## src/rtl/dm_port_arbiter.sv

```systemverilog
// Two-port arbiter in front of the single-port data memory: port 0 = CPU MEM stage, port 1 = external master.
// Each transaction takes three cycles: IDLE (arbitrate and latch), ACCESS (drive the DM port), RESP (registered ack).
module dm_port_arbiter #(
  parameter int PRIO_MODE = 0,
  parameter int MAX_WAIT  = 4
) (
  input  logic        i_clk,
  input  logic        i_reset,
  input  logic        i_req0,
  input  logic        i_req1,
  input  logic        i_we0,
  input  logic        i_we1,
  input  logic [31:0] i_addr0,
  input  logic [31:0] i_addr1,
  input  logic [31:0] i_wdata0,
  input  logic [31:0] i_wdata1,
  input  logic [3:0]  i_be0,
  input  logic [3:0]  i_be1,
  output logic        o_ack0,
  output logic        o_ack1,
  output logic [31:0] o_rdata0,
  output logic [31:0] o_rdata1,
  output logic        o_err0,
  output logic        o_err1,
  output logic        o_dm_we,
  output logic [31:0] o_dm_addr,
  output logic [31:0] o_dm_wdata,
  output logic [3:0]  o_dm_be,
  input  logic [31:0] i_dm_rdata,
  output logic [1:0]  o_dbg_state,     // 0 idle, 1 access, 2 resp
  output logic [3:0]  o_dbg_wait_cnt,
  output logic        o_dbg_rr_last
);

  typedef enum logic [1:0] {
    S_IDLE   = 2'd0,
    S_ACCESS = 2'd1,
    S_RESP   = 2'd2
  } state_t;

  state_t      r_state;
  logic        r_we;
  logic        r_legal;
  logic        r_id;
  logic [31:0] r_addr;
  logic [31:0] r_wdata;
  logic [3:0]  r_be;
  logic        r_rr_last;
  logic [3:0]  r_wait_cnt;
  logic        r_ack0, r_ack1, r_err0, r_err1;
  logic [31:0] r_rdata0, r_rdata1;

  logic        w_grant1;
  logic        w_we;
  logic [31:0] w_addr;
  logic [31:0] w_wdata;
  logic [3:0]  w_be;
  logic        w_legal;

  function automatic logic f_legal(input logic [3:0] be, input logic [1:0] a);
    case (be)
      4'b1111:                            f_legal = (a == 2'b00);
      4'b1100, 4'b0011:                   f_legal = ~a[0];
      4'b0001, 4'b0010, 4'b0100, 4'b1000: f_legal = 1'b1;
      default:                            f_legal = 1'b0;
    endcase
  endfunction

  // Handshake: reqN is held high with a stable payload until ackN; ackN is a one-cycle
  // pulse, and a reqN still high once the block is back in IDLE is a new transaction.
  always_comb begin
    w_grant1 = 1'b0;
    if (i_req0 && i_req1) begin
      if (PRIO_MODE == 0) w_grant1 = ~r_rr_last;
      else                w_grant1 = (r_wait_cnt == 4'(MAX_WAIT));
    end else begin
      w_grant1 = i_req1;
    end
  end

  assign w_we    = w_grant1 ? i_we1    : i_we0;
  assign w_addr  = w_grant1 ? i_addr1  : i_addr0;
  assign w_wdata = w_grant1 ? i_wdata1 : i_wdata0;
  assign w_be    = w_grant1 ? i_be1    : i_be0;
  assign w_legal = f_legal(w_be, w_addr[1:0]);

  always_ff @(posedge i_clk or posedge i_reset) begin
    if (i_reset) begin
      r_state    <= S_IDLE;
      r_we       <= 1'b0;
      r_legal    <= 1'b0;
      r_id       <= 1'b0;
      r_addr     <= '0;
      r_wdata    <= '0;
      r_be       <= '0;
      r_rr_last  <= 1'b1;
      r_wait_cnt <= '0;
      r_ack0     <= 1'b0;
      r_ack1     <= 1'b0;
      r_err0     <= 1'b0;
      r_err1     <= 1'b0;
      r_rdata0   <= '0;
      r_rdata1   <= '0;
    end else begin
      case (r_state)
        S_IDLE: begin
          if (i_req0 || i_req1) begin
            r_we      <= w_we;
            r_addr    <= w_addr;
            r_wdata   <= w_wdata;
            r_be      <= w_be;
            r_legal   <= w_legal;
            r_id      <= w_grant1;
            r_rr_last <= w_grant1;
            // Port 1 losing while requesting only happens when both ask.
            if (w_grant1)
              r_wait_cnt <= '0;
            else if (i_req1 && PRIO_MODE != 0)
              r_wait_cnt <= r_wait_cnt + 4'd1;
            r_state <= S_ACCESS;
          end
        end
        S_ACCESS: begin
          if (r_id) r_rdata1 <= r_legal ? i_dm_rdata : 32'd0;
          else      r_rdata0 <= r_legal ? i_dm_rdata : 32'd0;
          r_ack0  <= ~r_id;
          r_ack1  <= r_id;
          r_err0  <= ~r_id & ~r_legal;
          r_err1  <= r_id & ~r_legal;
          r_state <= S_RESP;
        end
        S_RESP: begin
          r_ack0  <= 1'b0;
          r_ack1  <= 1'b0;
          r_err0  <= 1'b0;
          r_err1  <= 1'b0;
          r_state <= S_IDLE;
        end
        default: r_state <= S_IDLE;
      endcase
    end
  end

  // Decoded from state so an asynchronous reset cancels a pending write immediately.
  assign o_dm_we        = (r_state == S_ACCESS) & r_we & r_legal;
  assign o_dm_addr      = r_addr;
  assign o_dm_wdata     = r_wdata;
  assign o_dm_be        = r_be;
  assign o_ack0         = r_ack0;
  assign o_ack1         = r_ack1;
  assign o_err0         = r_err0;
  assign o_err1         = r_err1;
  assign o_rdata0       = r_rdata0;
  assign o_rdata1       = r_rdata1;
  assign o_dbg_state    = r_state;
  assign o_dbg_wait_cnt = r_wait_cnt;
  assign o_dbg_rr_last  = r_rr_last;

endmodule

```

## config.mk

```make
export PLATFORM = sky130hd
export DESIGN_NAME = dm_port_arbiter
export DESIGN_NICKNAME = d
export VERILOG_FILES = /design/src/rtl/dm_port_arbiter.sv
export SDC_FILE = /design/constraint.sdc
export NUM_CORES = 1
export LEC_CHECK = 0
export ABC_AREA = 1
export CORE_MARGIN = 2
export CORE_UTILIZATION = 40
export CTS_CLUSTER_SIZE = 14
export DETAILED_ROUTE_END_ITERATION = 10
export GPL_ROUTABILITY_DRIVEN = 0
export PLACE_DENSITY = 0.8
export SLEW_MARGIN = 20
export SYNTH_ARGS = -nofsm -noshare
export SYNTH_HDL_FRONTEND = slang
export SYNTH_SLANG_ARGS = --single-unit
```

## constraint.sdc

```tcl
create_clock -name i_clk -period 5.6 [get_ports i_clk]
set_input_delay 0.84 -clock i_clk [delete_from_list [all_inputs] [get_ports i_clk]]
set_output_delay 0.84 -clock i_clk [all_outputs]
set_load 0.005 [all_outputs]
```

==> flow_metrics.tcl <==
set metrics [dict create \
    crit_chain "clkdlybuf4s50_1 > nand2_4 > inv_2 > buf_4 > o21ai_0 > o21ai_1" \
    numCtsBuffers 17 \
    met1_length_mm 7.455 \
    cts_setup_buffers 0 \
    final_core_util 0.6578 \
    ctsRootBufferMaster "clkbuf_16" \
    whs_ns 0.4801 \
    worstMarginPinSlew_ns 0.9685 \
    syn_area_um2 6280 \
    instances_no_fill 1222 \
    slowest_stage "inv_2" \
    yosys_warnings 0 \
    synthXorXnorAreaFrac 0 \
    synth_compound_area_frac 0.1809 \
    synth_area_per_cell_um2 8.857 \
    critPathKind "in -> reg" \
    first_global_vias 5770 \
    cp-end-kind "register" \
    drt_iter0_drc 318 \
    drv_cap 0 \
    dr_wl_met3_mm 1.769 \
    die_w_um 129.3 \
    rsz0062_at_grt "no" \
    drt-pass1-iter-count 4 \
    routedWlPerCell_um 15.89 \
    ioPinCount 318 \
    pre_cts_ws_ns 1.738 \
    synth-simple-area-share 0.1823 \
    power_density_nw_per_um2 562.8 \
    drc_errors 0 \
    slowest_delay_ns 0.92 \
    wl_met2_mm 9.715 \
    maxSlewViolCount 0 \
    antenna_found_initial 0 \
    core-area_um2 15260 \
    wl_mm 19.42 \
    viasPerCell 4.871 \
    htreeDepth 4 \
    initial_utilization 0.4116 \
    fin_area_um2 10040 \
    required_ns 5.94 \
    fin_tns_setup_ns 0 \
    seq_area_frac_synth 0.5660 \
    cp-start-kind "input pin" \
    synth-seq-cells 142 \
    die_area_um2 16720 \
    status "complete, no violations" \
    grtUsageTotal 0.2325 \
    placed_area_um2 9414 \
    max_freq_mhz 291.1 \
    min_period_ns 3.435 \
    path_max_fanout 75 \
    ir_drop_mv 0.2563 \
    grt_max_degree 107 \
    fin_crit_sh 0.6134 \
    cts_tree "done" \
    io_buffers 313 \
    syn_inst 709 \
    dp_hpwl_mm 13.87 \
    grt_pass1_wl_mm 29.79 \
    total_power_mw 5.649 \
    synthMuxAreaShare 0 \
    place_inst 1189 \
    clk_latency_ns 0.41 \
    clockBufferDepth 2 \
    cts_resized 0 \
    arrival_ns 3.77 \
    drive_above_1_share 0.07921 \
    ant_nets 0 \
    synth_cell_types 24 \
    clkSinkCount 142 \
    leakagePower_nw 4.288 \
    setup_viol 0 \
    hp-class "reg -> reg" \
    hold_buffers 0 \
    dieHeight_um 129.3 \
    skew_ns 0.01067 \
    clkTransAtPathRegs_ns 0.06 \
    layout_setup_ws_ns 2.165 \
    synth_fa_ha_area_frac 0.007970 \
    rows 45 \
    num_vias 5952 \
    fin_nets 1175 \
    synth_top_family_by_area "simple AND/OR/NAND/NOR gates" \
    grt-ovfl-total 0 \
    routed.top_layer "met4" \
    maxSlewHeadroom 0.3534 \
    area_delta_synth_final_pct 59.83 \
    hold_viol 0 \
]
power by group:
| part | internal, mW | total [mW] | switching, mW |
|---|---|---|---|
| registers | 1.57 | 1.86 | 0.295 |
| clock network | 0.727 | 1.16 | 0.432 |
| logic | 1.39 | 2.62 | 1.24 |
cell usage in the layout, fill, tap and decap left out:
cell	count
diode_2	1
nand3b_1	3
o22ai_1	2
a21oi_1	33
nor2_1	99
dfrtp_1	141
clkdlybuf4s50_1	313
nand3_1	10
inv_6	3
nand2_2	5
inv_1	16
bufinv_16	3
o21ai_2	30
conb_1	4
ha_1	4
nand2_1	165
inv_2	1
dfstp_2	1
clkbuf_16	17
clkbuf_1	1
buf_4	4
o21ai_1	83
clkinvlp_4	2
clkinv_4	3
clkbuf_8	2
inv_4	1
nand2_4	4
o21ai_0	56
nor2_4	1
nor2_2	1
clkinv_2	2
worst max-delay path, delay by kind of cell:
kind                   cells  cell delay, ns
buffers and inverters      3            2.08
AND/OR/NAND/NOR            1            0.50
AO/OA/AOI/OAI              2            0.32
synth_stat cells, drive strengths merged:
cell type | n | area share
dfrtp | 141 | 0.56
inv | 19 | 0.012
conb | 1 | 0.00060
dfstp | 1 | 0.0042
ha | 4 | 0.0080
a21oi | 33 | 0.026
nand3 | 10 | 0.0080
o21ai | 169 | 0.15
buf | 38 | 0.043
nor2 | 101 | 0.061
clkbuf | 13 | 0.0078
nand2 | 174 | 0.11
nand3b | 3 | 0.0036
o22ai | 2 | 0.0020
kinds of logic (layout without fill, tap and decap cells):
kind of cell / Yosys count / in the layout
AND/OR/NAND/NOR: 288 / 288
AO/OA/AOI/OAI: 204 / 204
flip-flops: 142 / 142
buffers and inverters: 70 / 368
adder cells (fa/ha/maj): 4 / 4
other: 1 / 5
layout make-up:
class | instances | area, um^2
Fill cell | 1267 | 5221
Sequential cell | 142 | 3555
Timing Repair Buffer | 317 | 3163
Multi-Input combinational cell | 500 | 2359
Clock buffer | 20 | 456.7
Tap cell | 211 | 264.0
Clock inverter | 12 | 158.9
Inverter | 19 | 78.83
Antenna cell | 1 | 2.502
worst paths after layout:
| kind | end | cells after the start | slack (ns) | from |
|---|---|---|---|---|
| max | o_dm_addr[27]$_DFFE_PP0P_ | 6 | 2.16 | i_req1 |
| min | o_dbg_rr_last$_DFFE_PP1P_ | 2 | 0.48 | o_dbg_rr_last$_DFFE_PP1P_ |
| max reg2reg | o_dm_addr[27]$_DFFE_PP0P_ | 6 | 2.82 | o_dbg_rr_last$_DFFE_PP1P_ |
| min reg2reg | o_dbg_rr_last$_DFFE_PP1P_ | 2 | 0.48 | o_dbg_rr_last$_DFFE_PP1P_ |
| max in group asynchronous | o_dbg_rr_last$_DFFE_PP1P_ | 3 | 3.48 | i_reset |
| min in group asynchronous | o_dm_wdata[0]$_DFFE_PP0P_ | 2 | 1.02 | i_reset |
state kept, by name (all words and copies together), names as in the netlist, 2 cells and up:
register     count
o_dbg_state      2
o_dm_addr       32
o_dm_be          4
o_dm_wdata      32
o_rdata0        32
o_rdata1        32
per-layer routing:
metal  global-route usage  up-vias
li1                     -     2892
met1               0.2665     2773
met2               0.4115      253
met3              0.06565       34
met4              0.09143        0
met5                    0        -
No activity file was read; power rests on OpenSTA's default activity.
